**config.mk**
```make
export PLATFORM = sky130hd
export DESIGN_NAME = tt_signature_reader
export DESIGN_NICKNAME = d
export VERILOG_FILES = /design/src/rtl/tt_signature_reader.sv
export SDC_FILE = /design/constraint.sdc
export NUM_CORES = 1
export LEC_CHECK = 0
export CAP_MARGIN = 20
export CORE_ASPECT_RATIO = 1.1
export CORE_UTILIZATION = 38
export DETAILED_ROUTE_END_ITERATION = 10
export PLACE_DENSITY = 0.55
export SYNTH_ARGS = -nofsm -noshare
export SYNTH_HDL_FRONTEND = slang
export SYNTH_SLANG_ARGS = --single-unit
```
**constraint.sdc**
```tcl
create_clock -name clk -period 10.86 [get_ports clk]
set_input_delay 3.258 -clock clk [delete_from_list [all_inputs] [get_ports clk]]
set_output_delay 3.258 -clock clk [all_outputs]
set_load 0.005 [all_outputs]
```
**src/rtl/tt_signature_reader.sv**
```systemverilog
// Exhaustive truth-table reader: walks every input vector of a single-output netlist,
// packs the sampled outputs LSB-first into words on a valid/ready stream and counts the onset.
module tt_signature_reader #(
  parameter int N_IN   = 15,
  parameter int WORD_W = 32
) (
  input  logic              clk,
  input  logic              rst,
  input  logic              start,
  output logic [N_IN-1:0]   x_out,
  input  logic              y_in,
  output logic [WORD_W-1:0] out_data,
  output logic              out_valid,
  input  logic              out_ready,
  output logic              busy,
  output logic              done,
  output logic [N_IN:0]     ones_count
);

  localparam int IDX_W = (WORD_W > 1) ? $clog2(WORD_W) : 1;

  typedef enum logic [1:0] {
    IDLE = 2'd0,
    RUN  = 2'd1,
    EMIT = 2'd2,
    DONE = 2'd3
  } state_t;

  state_t             state;
  state_t             state_nxt;
  logic [WORD_W-1:0]  shreg;
  logic [WORD_W-1:0]  word_nxt;
  logic [IDX_W-1:0]   idx;
  logic               last_bit;
  logic               last_vec;

  assign idx      = x_out[IDX_W-1:0];
  assign last_bit = (idx == IDX_W'(WORD_W - 1));
  assign last_vec = &x_out;

  // The word as it stands once the current sample lands in its slot.
  always_comb begin
    word_nxt      = shreg;
    word_nxt[idx] = y_in;
  end

  always_comb begin
    state_nxt = state;
    case (state)
      IDLE, DONE: if (start) state_nxt = RUN;
      RUN:        if (last_bit) state_nxt = EMIT;
      EMIT:       if (out_ready) state_nxt = last_vec ? DONE : RUN;
      default:    state_nxt = IDLE;
    endcase
  end

  always_ff @(posedge clk or posedge rst) begin
    if (rst) state <= IDLE;
    else     state <= state_nxt;
  end

  // All outputs are registered, so nothing combinational reaches them from y_in or out_ready.
  always_ff @(posedge clk or posedge rst) begin
    if (rst) begin
      x_out      <= '0;
      shreg      <= '0;
      out_data   <= '0;
      out_valid  <= 1'b0;
      busy       <= 1'b0;
      done       <= 1'b0;
      ones_count <= '0;
    end else begin
      case (state)
        IDLE, DONE: begin
          if (start) begin
            x_out      <= '0;
            shreg      <= '0;
            ones_count <= '0;
            done       <= 1'b0;
            busy       <= 1'b1;
          end
        end
        RUN: begin
          shreg      <= word_nxt;
          ones_count <= ones_count + (N_IN + 1)'(y_in);
          if (last_bit) begin
            out_data  <= word_nxt;
            out_valid <= 1'b1;
          end else begin
            x_out <= x_out + N_IN'(1);
          end
        end
        EMIT: begin
          if (out_ready) begin
            out_valid <= 1'b0;
            if (last_vec) begin
              busy <= 1'b0;
              done <= 1'b1;
            end else begin
              x_out <= x_out + N_IN'(1);
            end
          end
        end
        default: ;
      endcase
    end
  end

endmodule

```
==> results.md <==
- Final TNS setup: 0 ns
- R2r endpoint: shreg[9]
- CTS clock-pin slew for the worst setup and hold paths: 0.07 ns
- Initial DRC count: 205
- P_int: 763.5 uW
- Setup bufs post-CTS: 0
- Vias: 4039
- Switch share: 37.94%
- RSZ-0062 raised after global routing: no
- Fillers: 1216
- Tot Pwr: 1230 uW
- Gate power share: 34.9%
- Max-capacitance violation count: 0
- EDFF count, synth: 0
- Synth area leader: dfrtp_1
- Leak: 0.002679 uW
- Multi-input logic area: 2273 sq um
- Cell variety after synth: 45
- Syn Area/Cell: 9.182 sq um
- Routability cong.: 0.7228
- Vias/cell: 5.350
- Final Max Tran Viols: 0
- H-tree levels: 3
- Critical path type: input port to flip-flop
- Reg2reg setup slack: 7.70 ns
- Worst-Margin Slew: 1.090 ns
- Failing checks: DRC
- Port bufs: 70
- Ratio of cells with drive above 1 in the final layout: 4.682%
- DR DRC count: 2
- Post-synthesis register bit count: 100
- Worst vdd ir: 0.1019 mV
- Final Skew: 0.007380 ns
- Fmax: 189.7 MHz
- Root Driver: clkbuf_16
- Max-Slew Margin vs Limit: 27.17%
- Most frequent cell after synthesis: dfrtp_1
- R2R depth: 7
- ANT cells: 0
- Clk buf depth: 2
- Total core area: 12750 sq um
- DR WL/cell: 15.66 um
- Area Overhead vs Synth: 22.99%
- Clk sink count: 100
- Yosys top cell area share: 49.83%
- Wirelength, routed: 11820 um
- Final Hold Viols: 0
- Worst R2R Start: state[0]
- CP Capture Point: shreg[9]
- Hold WC Path Type: flip-flop to flip-flop
- Starting Density: 39.39%
- Post-layout nets: 608
- Crit Path Max Fanout: 32
- Final HPWL DP: 7555 um
- Floorplan row count: 43
- Startpoint Class: input port
- Grt ovf: 0
- Post-route minimum period: 5.272 ns
- Fin area: 6177 sq um
- Top cells by count, synth: dfrtp_1, a21oi_1, nor2_1
- Seq/Total Area, Yosys: 49.83%
- Synth area leaders: dfrtp_1, a21oi_1, mux2i_1
- Netlist Area Pre-Place: 5022 sq um
- Die Wd: 111.6 um
- Global-route wire length before repair: 19820 um
- Largest net degree at the start of global routing: 80
- Number of global-route vias before repair: 4015
- Number of I/O pins: 71
- WHS: 0.5140 ns
- Syn_nets: 562
- # hold bufs at CTS: 0
- Die Span Y: 122.6 um
- Clock Power Share: 28.5%
- CP required: 11.03 ns
- WP data arrival: 5.44 ns
- DRT antenna net count: 0
- Final setup violation count: 0
- GRT Overall Usage: 18.30%
- Synth Warn #: 0
- Fin crit share: 48.54%
- Critical path launch point: start
- CP endpoint kind: flip-flop
- Top FF cell, synth: dfrtp_1
- Sequential power share: 36.6%
- Status: finished with violations
- Pwr/cell area: 199.2 nW/um^2
- Clk_lat worst skew: 0.34 ns
- Die ar.: 13680 sq um
- Initial antenna violation count: 0
- Sw Pwr: 466.8 uW
- Register Area: 2502 sq um
- Post-synth ARST share: 100.0%
- Gate Count Post-Synth: 547
- Resized Gates After CTS: 0
- Placed inst area: 5804 sq um
- TritonRoute pass-1 iters: 7
- Total CTS buffers: 9
- CTS tree: built
worst min path at each step:
stage / startpoint / slack [ns] / end / depth (start not counted)
after floorplan: shreg[31] / 0.47 / shreg[31] / 2
after global placement: shreg[19] / 0.49 / shreg[19] / 2
after detailed placement: shreg[3] / 0.50 / shreg[3] / 2
after CTS: shreg[3] / 0.52 / shreg[3] / 2
after global routing: shreg[7] / 0.54 / shreg[7] / 2
final: shreg[16] / 0.51 / shreg[16] / 2
critical path, stage by stage:
cell	delay [ns]
clkdlybuf4s50_1	0.52
nor2b_1	0.31
nor2_1	0.07
buf_4	0.21
nand2_1	0.81
o21ai_0	0.24
logic make-up after synthesis:
| family | after synthesis | synth area share, % |
|---|---|---|
| simple gates | 168 | 16.14 |
| compound gates | 158 | 17.27 |
| flops | 100 | 49.83 |
| buf+inv | 64 | 5.182 |
| mux | 36 | 7.175 |
| xor+xnor | 11 | 1.918 |
| fa+ha+maj | 10 | 2.491 |
cell type report:
type	instances	share of cell area, %
clock buffers	10	3.869
clock inverters	6	1.398
inverters	23	1.438
multi-input cells	383	36.80
flip-flops and latches	100	40.51
well taps	157	3.180
repair buffers	76	12.80
routing by layer:
| layer | wire [um] | up-vias | GRT usage, % |
|---|---|---|---|
| li1 | - | 2007 | - |
| met1 | 5746 | 1958 | 25.00 |
| met2 | 5547 | 62 | 29.80 |
| met3 | 361 | 12 | 2.667 |
| met4 | 170 | 0 | 6.588 |
| met5 | 0 | - | 0 |
placed cells by master, fill, tap and decap left out, types with 2 or more instances in the layout:
master | netlist | routed
inv_1 | 23 | 22
nand2b_1 | 5 | 5
xnor2_1 | 3 | 3
clkinv_2 | 0 | 2
o22ai_1 | 15 | 15
nand2_1 | 38 | 38
a22o_1 | 3 | 3
o31ai_1 | 3 | 3
nand4_1 | 7 | 7
a21oi_1 | 74 | 74
mux2i_1 | 36 | 35
ha_1 | 10 | 10
clkbuf_16 | 0 | 9
dfrtp_1 | 100 | 100
nand3_1 | 27 | 27
nor3_1 | 9 | 9
buf_12 | 0 | 2
o21ai_0 | 49 | 49
nor2_1 | 55 | 55
and3_1 | 4 | 4
clkdlybuf4s50_1 | 0 | 70
a21o_1 | 3 | 3
nor4_1 | 3 | 3
xor2_1 | 8 | 8
buf_4 | 1 | 3
o41ai_1 | 3 | 3
nor2b_1 | 8 | 8
o21ai_1 | 2 | 2
bufinv_16 | 0 | 2
power by group through the flow:
| stage | clock network (uW) | logic (uW) | registers (uW) |
|---|---|---|---|
| finish | 351 | 430 | 450 |
| detailed placement | 0 | 430 | 457 |
| global placement | 0 | 411 | 455 |
| floorplan | 0 | 315 | 433 |
| CTS | 359 | 430 | 449 |
| global route | 374 | 481 | 456 |
registers in the layout, summed over array words and instances (netlist names):
| name | flops |
|---|---|
| out_valid | 1 |
| ones_count | 16 |
| busy | 1 |
| done | 1 |
| state | 2 |
| shreg | 32 |
| x_out | 15 |
| out_data | 32 |
metrics by stage:
step	util, %	setup WS, ns	cells
2_1_floorplan	-	4.983	547
3_3_place_gp	45.36	5.277	736
3_5_place_dp	45.52	5.235	737
4_1_cts	48.07	5.595	753
5_1_grt	48.44	5.440	755
6_report	48.44	5.588	755
Note: power is estimated with default switching activity, not from simulation.
